[config.mk]
export PLATFORM = sky130hd
export DESIGN_NAME = segasys1_sndcmd_fifo
export DESIGN_NICKNAME = d
export VERILOG_FILES = /design/src/rtl/segasys1_snd_pkg.sv /design/src/rtl/segasys1_sndcmd_ram.sv /design/src/rtl/segasys1_sndcmd_fifo.sv
export SDC_FILE = /design/constraint.sdc
export NUM_CORES = 1
export LEC_CHECK = 0
export CORE_AREA = 2 2 75 77
export DETAILED_ROUTE_END_ITERATION = 8
export DIE_AREA = 0 0 77 79
export PLACE_DENSITY = 0.76
export SYNTH_ARGS = -nofsm -noshare
export SYNTH_HDL_FRONTEND = slang
export SYNTH_SLANG_ARGS = --single-unit
[constraint.sdc]
create_clock -name CLK48M -period 2 [get_ports CLK48M]
set_input_delay 0.2 -clock CLK48M [delete_from_list [all_inputs] [get_ports CLK48M]]
set_output_delay 0.2 -clock CLK48M [all_outputs]
set_load 0.01 [all_outputs]
[src/rtl/segasys1_snd_pkg.sv]
// Shared definitions for the System 1 sound command path.
// Contents: NMI FSM state enum, default FIFO depth and NMI gap, command byte type.
package segasys1_snd_pkg;

  localparam int SNDCMD_DEPTH_LOG2 = 2;
  localparam int SNDCMD_NMI_GAP    = 16;

  typedef logic [7:0] snd_cmd_t;

  typedef enum logic [1:0] {
    IDLE    = 2'd0,
    ASSERT  = 2'd1,
    WAITPOP = 2'd2,
    GAP     = 2'd3
  } nmi_state_e;

endpackage

[src/rtl/segasys1_sndcmd_ram.sv]
// Command byte storage for the sound command FIFO.
// Ports:
//   clk    - write clock
//   we     - write enable
//   waddr  - write address
//   wdata  - byte to store
//   raddr  - asynchronous read address (FIFO read pointer)
//   rdata  - byte at raddr
module segasys1_sndcmd_ram
  import segasys1_snd_pkg::*;
#(
  parameter int ADDR_W = SNDCMD_DEPTH_LOG2
) (
  input  logic              clk,
  input  logic              we,
  input  logic [ADDR_W-1:0] waddr,
  input  snd_cmd_t          wdata,
  input  logic [ADDR_W-1:0] raddr,
  output snd_cmd_t          rdata
);

  snd_cmd_t mem [2**ADDR_W];

  always_ff @(posedge clk) begin
    if (we) mem[waddr] <= wdata;
  end

  assign rdata = mem[raddr];

endmodule

[src/rtl/segasys1_sndcmd_fifo.sv]
// Sound command FIFO between the main CPU sound request and the sound CPU.
// Captures each SNDRQ rising edge into a show-ahead FIFO, holds an NMI request
// to the sound CPU while commands are pending, and pops on the end of the
// sound CPU's command latch read.
// Optional build macro: SNDCMD_OVERWRITE_EN - a push into a full FIFO replaces
// the newest entry instead of being dropped (OVF is set either way).
// Ports:
//   CLK48M   - system clock
//   RESET_N  - asynchronous active-low reset
//   SNDRQ    - sound request from main CPU (level)
//   SNDNO    - command byte, valid while SNDRQ=1
//   SCPU_CS  - sound CPU command latch read strobe (level)
//   SNDDT    - command byte to sound CPU data selector
//   SNDNMI   - NMI request to sound CPU
//   EMPTY    - FIFO empty
//   FULL     - FIFO full
//   OVF      - sticky overflow flag
//
// NMI FSM:
//   state   | meaning
//   IDLE    | nothing signalled; move on when FIFO is non-empty
//   ASSERT  | SNDNMI high, waiting for the sound CPU to start its read
//   WAITPOP | read in progress, waiting for the strobe to end (the pop)
//   GAP     | enforced NMI low time before the next entry may be signalled
module segasys1_sndcmd_fifo
  import segasys1_snd_pkg::*;
#(
  parameter int DEPTH_LOG2 = SNDCMD_DEPTH_LOG2,
  parameter int NMI_GAP    = SNDCMD_NMI_GAP
) (
  input  logic     CLK48M,
  input  logic     RESET_N,
  input  logic     SNDRQ,
  input  snd_cmd_t SNDNO,
  input  logic     SCPU_CS,
  output snd_cmd_t SNDDT,
  output logic     SNDNMI,
  output logic     EMPTY,
  output logic     FULL,
  output logic     OVF
);

  localparam int DEPTH = 2**DEPTH_LOG2;
  localparam logic [DEPTH_LOG2:0] DEPTH_CNT = DEPTH[DEPTH_LOG2:0];
  localparam int GAP_W = (NMI_GAP > 2) ? $clog2(NMI_GAP) : 1;
  localparam logic [GAP_W-1:0] GAP_LOAD = GAP_W'(NMI_GAP - 1);

  logic rq_s, rq_d, cs_s, cs_d;
  logic rq_rise, cs_rise, cs_fall;
  logic [DEPTH_LOG2-1:0] wr_ptr, rd_ptr, wr_addr;
  logic [DEPTH_LOG2:0]   count;
  logic do_pop, push_ok, push_full, wr_en;
  snd_cmd_t rd_data, last_q;
  nmi_state_e state, state_nxt;
  logic [GAP_W-1:0] gap_cnt, gap_nxt;

  // Inputs are registered once and then compared against their previous
  // sample, so a held SNDRQ/SCPU_CS level produces a single one-cycle event.
  always_ff @(posedge CLK48M or negedge RESET_N) begin
    if (!RESET_N) begin
      rq_s <= 1'b0;
      rq_d <= 1'b0;
      cs_s <= 1'b0;
      cs_d <= 1'b0;
    end else begin
      rq_s <= SNDRQ;
      rq_d <= rq_s;
      cs_s <= SCPU_CS;
      cs_d <= cs_s;
    end
  end

  assign rq_rise = rq_s & ~rq_d;
  assign cs_rise = cs_s & ~cs_d;
  assign cs_fall = ~cs_s & cs_d;

  assign EMPTY = (count == '0);
  assign FULL  = (count == DEPTH_CNT);

  assign do_pop = cs_fall & ~EMPTY;
  // A pop in the same cycle frees the slot, so a push into a full FIFO is
  // still accepted then.
  assign push_ok   = rq_rise & (~FULL | do_pop);
  assign push_full = rq_rise & FULL & ~do_pop;

`ifdef SNDCMD_OVERWRITE_EN
  assign wr_en   = push_ok | push_full;
  assign wr_addr = push_ok ? wr_ptr : (wr_ptr - 1'b1);
`else
  assign wr_en   = push_ok;
  assign wr_addr = wr_ptr;
`endif

  segasys1_sndcmd_ram #(
    .ADDR_W (DEPTH_LOG2)
  ) u_ram (
    .clk   (CLK48M),
    .we    (wr_en),
    .waddr (wr_addr),
    .wdata (SNDNO),
    .raddr (rd_ptr),
    .rdata (rd_data)
  );

  always_ff @(posedge CLK48M or negedge RESET_N) begin
    if (!RESET_N) begin
      wr_ptr <= '0;
      rd_ptr <= '0;
      count  <= '0;
      last_q <= '0;
      OVF    <= 1'b0;
    end else begin
      if (push_ok) wr_ptr <= wr_ptr + 1'b1;
      if (do_pop) begin
        rd_ptr <= rd_ptr + 1'b1;
        last_q <= rd_data;
      end
      if (push_ok && !do_pop)      count <= count + 1'b1;
      else if (!push_ok && do_pop) count <= count - 1'b1;
      if (push_full) OVF <= 1'b1;
    end
  end

  // Show-ahead while entries remain; after the last pop the sound CPU keeps
  // seeing the byte it just read.
  assign SNDDT = EMPTY ? last_q : rd_data;

  always_ff @(posedge CLK48M or negedge RESET_N) begin
    if (!RESET_N) begin
      state   <= IDLE;
      gap_cnt <= '0;
    end else begin
      state   <= state_nxt;
      gap_cnt <= gap_nxt;
    end
  end

  always_comb begin
    state_nxt = state;
    gap_nxt   = gap_cnt;
    SNDNMI    = 1'b0;
    unique case (state)
      IDLE: begin
        if (!EMPTY) state_nxt = ASSERT;
      end
      ASSERT: begin
        SNDNMI = 1'b1;
        if (cs_rise) state_nxt = WAITPOP;
      end
      WAITPOP: begin
        if (cs_fall) begin
          gap_nxt   = GAP_LOAD;
          state_nxt = GAP;
        end
      end
      GAP: begin
        if (gap_cnt == '0) state_nxt = IDLE;
        else               gap_nxt   = gap_cnt - 1'b1;
      end
      default: state_nxt = IDLE;
    endcase
  end

endmodule
==> results of run 1 <==
## cells by family (layout without fill, tap and decap cells)
group / after synthesis / after routing / synth area share [%]
DFF: 58 / 58 / 62.4
muxes: 28 / 28 / 15.7
and+or+nand+nor: 28 / 28 / 6.15
AOI/OAI and AO/OA: 17 / 17 / 5.38
buffers and inverters: 14 / 63 / 2.23
adders and majority gates: 12 / 12 / 6.10
xor gates and xnor gates: 6 / 6 / 2.03
## where the power goes
| part | internal, uW | leakage, uW | switching, uW |
|---|---|---|---|
| sequential | 1560 | 0.000586 | 214 |
| clock | 568 | 0.0000918 | 426 |
| combinational | 1210 | 0.000636 | 877 |
## path summary, 6_finish.rpt
| path | from | endpoint | slack, ps | depth (start not counted) |
|---|---|---|---|---|
| setup / recovery | rd_ptr[0] | SNDDT[4] | -30 | 4 |
| hold / removal | RESET_N | state[0] | 250 | 2 |
| setup reg to reg | count[0] | count[1] | 30 | 7 |
| hold reg to reg | rq_s | rq_d | 380 | 0 |
| max in group asynchronous | RESET_N | count[0] | 1460 | 2 |
| min in group CLK48M | SCPU_CS | cs_s | 310 | 1 |
## cells in the final DEF, fill, tap and decap left out, types with 2 or more instances in the layout
master	count
ha_1	10
and2_1	4
nand3b_1	2
clkinv_2	2
clkbuf_1	3
o21a_1	2
xor2_1	3
mux4_2	8
mux2_4	8
dfrtp_1	25
nand2_1	6
clkdlybuf4s50_1	13
buf_4	13
edfxtp_1	32
nand2b_1	2
inv_2	2
mux2_2	10
xnor2_1	3
a21oi_1	3
nor2_1	5
clkbuf_8	9
inv_1	7
mux2i_1	2
buf_6	10
## registers in the layout (all words and copies together) (netlist names)
name       cells
cs_s           1
cs_d           1
rd_ptr         2
wr_addr        2
state          2
last_q         8
u_ram.mem     32
rq_s           1
OVF            1
count          3
rq_d           1
gap_cnt        4
## per-layer routing
layer  routed length (um)  part of all wire [%]  vias up
met4                  100                   2.1        0
met3                  186                   3.9       11
met2                 2500                    52       30
met1                 1990                    42      778
li1                     -                     -      689
met5                    0                     0        -
## cell type report
cell class              count  area [sq um]
inverters                   9          33.8
clock inverters             4          43.8
well taps                  72          90.1
fillers                   416          2070
clock buffers              12           135
multi-input cells          91           990
repair buffers             38           362
flip-flops and latches     58          1610
## stage by stage
stage          area [sq um]  cells  utilization, %  setup TNS [ps]
4_1_cts                3220    283            60.3            -310
5_1_grt                3270    284            61.2            -699
3_3_place_gp           2960    262            55.5               0
6_report               3270    284            61.2           -66.7
2_1_floorplan          2590    163               -               0
3_5_place_dp           2960    262            55.5            -271
## timing repair
action                                  in CTS  in global routing
pin swaps                                    0                  8
hold buffers                                 0                  0
resized for setup                           48                 17
endpoints found under the setup margin      11                 11
buffers inserted                             4                  4
gates cloned                                 1                  0
==> out/qor.csv, run 1 <==
metric,value,unit
status,"finished, violations left",
failing checks,setup timing,
met1 Use GR,20.6,%
grt ovf,0,
Finish-stage setup viols,4,
largest cells by area after synthesis,"edfxtp_1 (37%), dfrtp_1 (25%), mux2_2 (7.4%)",
Starting Density,48.4,%
Crit path largest cell delay,530,ps
Rows,27,
f_max,0.492,GHz
die height,79,um
Hold Fails Final Rpt,0,
Hold Crit Class,in -> async,
register area share after synthesis,62.4,%
clk root buf,clkbuf_8,
Port Buf Inserts,23,
total core area,0.00534,sq mm
CP cell instances,buf_6 > mux4_2 > mux2_4 > buf_6,
crit-path most repeated cell,buf_6,
Final nets,231,
Post-synth top flop,edfxtp_1,
GPL Wtd Cong,0.799,
largest net degree at the start of global routing,27,
CTS tree,done,
Commonest cells post-synth,"edfxtp_1 (32), dfrtp_1 (26), mux2_2 (17), ha_1 (11), inv_1 (9)",
Post-Syn Instances,163,
DRC,0,
worst hold slack,250,ps
Syn Nets,187,
Rel. slew slack,70.8,%
Area Growth Syn to Fin,26.4,%
CP startpoint kind,flip-flop,
Leak,0.00131,uW
"Cell Area, Synth",0.00258,sq mm
M2 GR Usage,30.1,%
post-DR wirelength/cell,16.8,um
Synth top area share,37.2,%
Yosys cell types,38,
vias in the first global route,1586,
most common cell in the netlist,edfxtp_1,
"IR drop worst, VDD",0.749,mV
first-pass GRT wire length,7920,um
initial antenna violation count,0,
total power,4860,uW
Clock Latency Late Sink,330,ps
n_diodes,0,
maxcap violations,0,
Sink Count,58,
final worst path period share,102,%
Power Density,1490,mW/mm^2
share of cells above drive strength 1,35.8,%
Arrival @ worst endpoint,1830,ps
PnR worst setup slack,-34.1,ps
pre-CTS setup slack,-84.1,ps
remaining antenna violation count after routing,0,
# H-tree levels,3,
I/O pins,24,
GRT Max-Usage Layer,met2,
Critical Path RT,1800,ps
Synth Register Bits,58,
worst slew pin tran,438,ps
via count,1508,
min Tclk post-route,2030,ps
WL final,4770,um
Worst setup EP type,output port,
Mean Syn Cell Area,15.9,sq um
WS Path Type,reg -> out,
Crit Path Max Fanout,5,
ys async rst share,44.8,%
die area,0.00608,sq mm
CP max stage cell,mux4_2,
"Clk pin slew, worst setup/hold paths",60,ps
Initial DRT Pass Iterations,4,
die width,77,um
"EDFF count, synth",32,
Total Routing Usage GR,17.8,%
Synth area leader,edfxtp_1,
GRT met3 Usage,6.14,%
Final Max Tran Viols,0,
RSZ-0062 raised after global routing,yes,
Detailed Place HPWL,3240,um
routed vias/inst,5.31,
kind of cell adding the most delay to the critical path,multiplexers,
initial drt markers,73,
CP Buf/Inv Count,2,
Final Skew,10.8,ps
Synthesis Warnings,0,
CTS Buf Count,9,
Longest Clk Path Bufs,2,
Note: power is estimated with default switching activity, not from simulation.
==> run 2: changes to the inputs <==
- SKIP_CTS_REPAIR_TIMING: not set -> 1
==> run 2 against run 1 <==
Against the previous run: the run still ends with setup timing left; combinational power shrank 6%; fmax down 1.1%; design area is 0.50% lower; core utilization shrank 0.30 points; routed wire length barely moved; final cell count is 0.35% higher; via count decreased by 0.20%; count of clock-buffer cells in the layout stayed put.
==> out/qor.csv, run 2 (synthesis results as in run 1) <==
metric,value,unit,change
status,"finished, violations left",,
failing checks,setup timing,,
GRT met3 Usage,6.14,%,unchanged
Crit path largest cell delay,520,ps,about the same
Longest Clk Path Bufs,2,,unchanged
Hold Crit Class,in -> async,,
Finish-stage setup viols,8,,+4
Power Density,1460,mW/mm^2,-1.7%
Leak,0.00131,uW,-0.19%
"Clk pin slew, worst setup/hold paths",60,ps,about the same
maxcap violations,0,,unchanged
Final Max Tran Viols,0,,unchanged
Clock Latency Late Sink,340,ps,about the same
DRC,0,,unchanged
Port Buf Inserts,23,,unchanged
most frequent cells in the layout,"edfxtp_1 (32), dfrtp_1 (24), mux2_2 (15)",,
initial drt markers,101,,+38%
CP cell instances,buf_12 > mux4_2 > mux2_2 > clkbuf_2,,
kind of cell adding the most delay to the critical path,multiplexers,,
die area,0.00608,sq mm,unchanged
max reg flops,32,,unchanged
GPL Wtd Cong,0.799,,unchanged
routed vias/inst,5.28,,-0.55%
I/O pins,24,,unchanged
M2 GR Usage,28.7,%,-1.4 points
Rel. slew slack,70.3,%,-0.47 points
Initial DRT Pass Iterations,4,,unchanged
CP startpoint kind,flip-flop,,
clk root buf,clkbuf_8,,
Arrival @ worst endpoint,1860,ps,+30 ps
total core area,0.00534,sq mm,unchanged
Area Growth Syn to Fin,25.8,%,
Worst setup EP type,output port,,
grt ovf,0,,unchanged
f_max,0.486,GHz,-1.1%
Largest regs,"u_ram.mem (32), last_q (8), gap_cnt (4)",,
pre-CTS setup slack,-84.1,ps,unchanged
Critical Path RT,1800,ps,about the same
post-DR wirelength/cell,16.7,um,-0.43%
n_diodes,0,,unchanged
CTS Buf Count,9,,unchanged
worst hold slack,248,ps,-1.49 ps
FILL cells,425,,+2.2%
CP Buf/Inv Count,2,,unchanged
Hold Fails Final Rpt,0,,unchanged
r2r worst-path depth,7,,unchanged
final non-filler cell total,285,,+0.35%
largest register by flop count,u_ram.mem,,
largest net degree at the start of global routing,27,,unchanged
Critical Path Stages,4,,unchanged
WL final,4770,um,about the same
WS Path Type,reg -> out,,
PnR worst setup slack,-56.1,ps,-22.0 ps
via count,1505,,-0.20%
CP max stage cell,mux4_2,,
Rows,27,,unchanged
die height,79,um,unchanged
Sink Count,58,,unchanged
Final nets,232,,+0.43%
die width,77,um,unchanged
Total Routing Usage GR,17.2,%,-0.58 points
RSZ-0062 raised after global routing,yes,,
CTS tree,done,,
Crit Path Max Fanout,5,,unchanged
Final Skew,11.2,ps,+0.365 ps
initial antenna violation count,0,,unchanged
vias in the first global route,1555,,-2.0%
met1 Use GR,20.1,%,-0.54 points
"IR drop worst, VDD",0.755,mV,+0.80%
share of cells above drive strength 1,37.6,%,+1.7 points
"most common cell after layout, fill and taps aside",edfxtp_1,,
final worst path period share,103,%,+1.1 points
placed cells,262,,unchanged
first-pass GRT wire length,7670,um,-3.2%
min Tclk post-route,2060,ps,+22.0 ps
worst slew pin tran,445,ps,+7.02 ps
# H-tree levels,3,,unchanged
remaining antenna violation count after routing,0,,unchanged
GRT Max-Usage Layer,met2,,
Detailed Place HPWL,3240,um,unchanged
Starting Density,48.4,%,unchanged
-- run 2: final cells by class --
class / instances / area, sq um / share of cell area [%]
sequential: 58 / 1610 / 49.7
clock buffer: 12 / 135 / 4.16
multi-input combinational: 91 / 976 / 30.0
inverter: 9 / 33.8 / 1.04
timing repair buffer: 39 / 358 / 11.0
clock inverter: 4 / 43.8 / 1.35
tap: 72 / 90.1 / 2.77
-- run 2: per-stage QoR --
step | power (uW) | area [sq um] | TNS (ps) | util [%]
detailed placement | 3640 | 2960 | -271 | 55.5
finish | 4750 | 3250 | -337 | 60.9
global placement | 3510 | 2960 | 0 | 55.5
floorplan | 2930 | 2590 | 0 | -
CTS | 4650 | 3140 | -3410 | 58.8
global route | 5040 | 3250 | -887 | 60.9
-- run 2: where the power goes --
part | total (uW) | switching (uW) | internal (uW)
logic | 1970 | 850 | 1120
clock network | 995 | 427 | 568
registers | 1780 | 220 | 1560
-- run 2: routing by layer --
metal	vias to the layer above	part of all wire [%]
met4	0	1.7
met1	767	41
met5	-	0
met3	9	4.2
met2	39	53
li1	690	-
-- run 2: final timing paths --
check,startpoint,to,slack [ps]
worst max-delay path,rd_ptr[0],SNDDT[4],-60
max in group asynchronous,RESET_N,count[0],1460
min in group CLK48M,SCPU_CS,cs_s,310
worst max register to register,count[0],count[1],30
worst min register to register,rq_s,rq_d,380
worst min-delay path,RESET_N,state[0],250
==> run 3: changes to the inputs <==
- CORE_AREA: 2 2 75 77 -> 2 2 69 71
- DIE_AREA: 0 0 77 79 -> 0 0 71 73
- PLACE_DENSITY: 0.76 -> 0.84
- clock period: 2 -> 2.6 ns (I/O delays scaled with it)
==> run 3 against run 2 <==
Against the previous run: the run now ends clean; critical endpoint is now SNDDT[2]; register-to-register slack better by 310 ps; sequential power is 21% lower; final cell count is 11% lower; combinational power is 34% lower; non-clock buffer count is 12 lower; sequential share of layout area is 2.7 points higher; core utilization is 7.1 points higher; highest routed layer unchanged; first-iteration DRC count is 23% lower; routed wire length is 2.0% lower; setup slack better by 160 ps.
==> out/qor.csv, run 3 (synthesis results as in run 1) <==
metric,value,unit,change
n_diodes,0,,unchanged
WL final,4670,um,-2.0%
Final Max Tran Viols,0,,unchanged
Largest regs,"u_ram.mem (32), last_q (8), gap_cnt (4)",,
Longest Clk Path Bufs,2,,unchanged
DRC,0,,unchanged
Crit Path Max Fanout,10,,+5
Finish-stage setup viols,0,,-8
total core area,0.00454,sq mm,-15%
Hold Fails Final Rpt,0,,unchanged
Rows,25,,-7.4%
die area,0.00518,sq mm,-15%
WS Path Type,reg -> out,,
largest register by flop count,u_ram.mem,,
status,completed,,
worst slew pin tran,426,ps,-19.1 ps
CTS Buf Count,9,,unchanged
first-pass GRT wire length,7510,um,-2.0%
Final nets,220,,-5.2%
max reg flops,32,,unchanged
"IR drop worst, VDD",0.738,mV,-2.3%
"Clk pin slew, worst setup/hold paths",70,ps,about the same
I/O pins,24,,unchanged
final core area utilization,68.0,%,+7.1 points
Initial DRT Pass Iterations,5,,+1
die height,73,um,-7.6%
remaining antenna violation count after routing,0,,unchanged
"most common cell after layout, fill and taps aside",edfxtp_1,,
share of cells above drive strength 1,26.4,%,-11 points
# H-tree levels,3,,unchanged
vias in the first global route,1512,,-2.8%
Clock Latency Late Sink,330,ps,about the same
Final Skew,5.81,ps,-5.38 ps
routed vias/inst,5.64,,+6.7%
most frequent cells in the layout,"edfxtp_1 (32), dfrtp_1 (25), clkdlybuf4s50_1 (23)",,
maxcap violations,0,,unchanged
Starting Density,57.0,%,+8.6 points
Leak,0.00118,uW,-10%
Port Buf Inserts,23,,unchanged
Detailed Place HPWL,3240,um,-0.17%
GPL Wtd Cong,0.723,,-9.5%
f_max,0.401,GHz,
largest net degree at the start of global routing,27,,unchanged
post-DR wirelength/cell,18.3,um,+9.5%
Arrival @ worst endpoint,2230,ps,+370 ps
initial drt markers,78,,-23%
Hold Crit Class,in -> async,,
CTS tree,done,,
CP startpoint kind,flip-flop,,
via count,1437,,-4.5%
initial antenna violation count,0,,unchanged
grt ovf,0,,unchanged
RSZ-0062 raised after global routing,no,,
Worst setup EP type,output port,,
Fin Setup TNS,0,ps,+337 ps
Critical Path RT,2340,ps,+540 ps
Power Density,1140,mW/mm^2,-22%
Area Growth Syn to Fin,19.3,%,
clk root buf,clkbuf_8,,
min Tclk post-route,2490,ps,
Total Routing Usage GR,20.2,%,+3.1 points
final worst path period share,95.9,%,
die width,71,um,-7.8%
Sink Count,58,,unchanged
Rel. slew slack,71.6,%,+1.3 points
-- run 3: worst paths after layout --
path,slack (ps),depth (start not counted),start,to
setup reg to reg,340,10,count[0],count[2]
min in group CLK48M,370,1,SCPU_CS,cs_s
max in group asynchronous,2020,2,RESET_N,rd_ptr[0]
setup / recovery,110,3,rd_ptr[0],SNDDT[2]
hold / removal,300,2,RESET_N,last_q[1]
hold reg to reg,390,0,rq_s,rq_d
-- run 3: stage by stage --
step	std cells	area (sq um)	total power (uW)	setup slack (ps)	hold slack (ps)
after CTS	255	3080	3530	-105	303
after global placement	239	2890	2640	276	367
after detailed placement	239	2890	2730	262	376
final	255	3080	3500	106	300
after floorplan	163	2580	2250	568	-35.6
after global routing	255	3080	3720	18.9	318
-- run 3: final cells by class --
type	count	area, sq um
inverters	9	33.8
repair buffers	27	260
clock buffers	9	124
clock inverters	7	70.1
well taps	54	67.6
multi-input cells	91	915
fillers	317	1450
flip-flops and latches	58	1610
-- run 3: metal layers --
metal  vias up  part of all wire, %  track usage (%)
met5         -                    0                0
met4         0                  2.4             10.1
met3        13                  3.0             5.94
met2        33                   54             33.6
met1       726                   41             24.3
li1        665                    -                -
-- run 3: critical path, cell delays in order, from the launching register on --
cell	delay, ps
dfrtp_2	560
mux4_2	580
mux2_2	290
clkdlybuf4s50_1	480
-- run 3: power by group --
group          internal [uW]  total (uW)  switching (uW)
clock                    438         797             359
combinational            755        1300             548
sequential              1200        1400             204
total                   2390        3500            1110
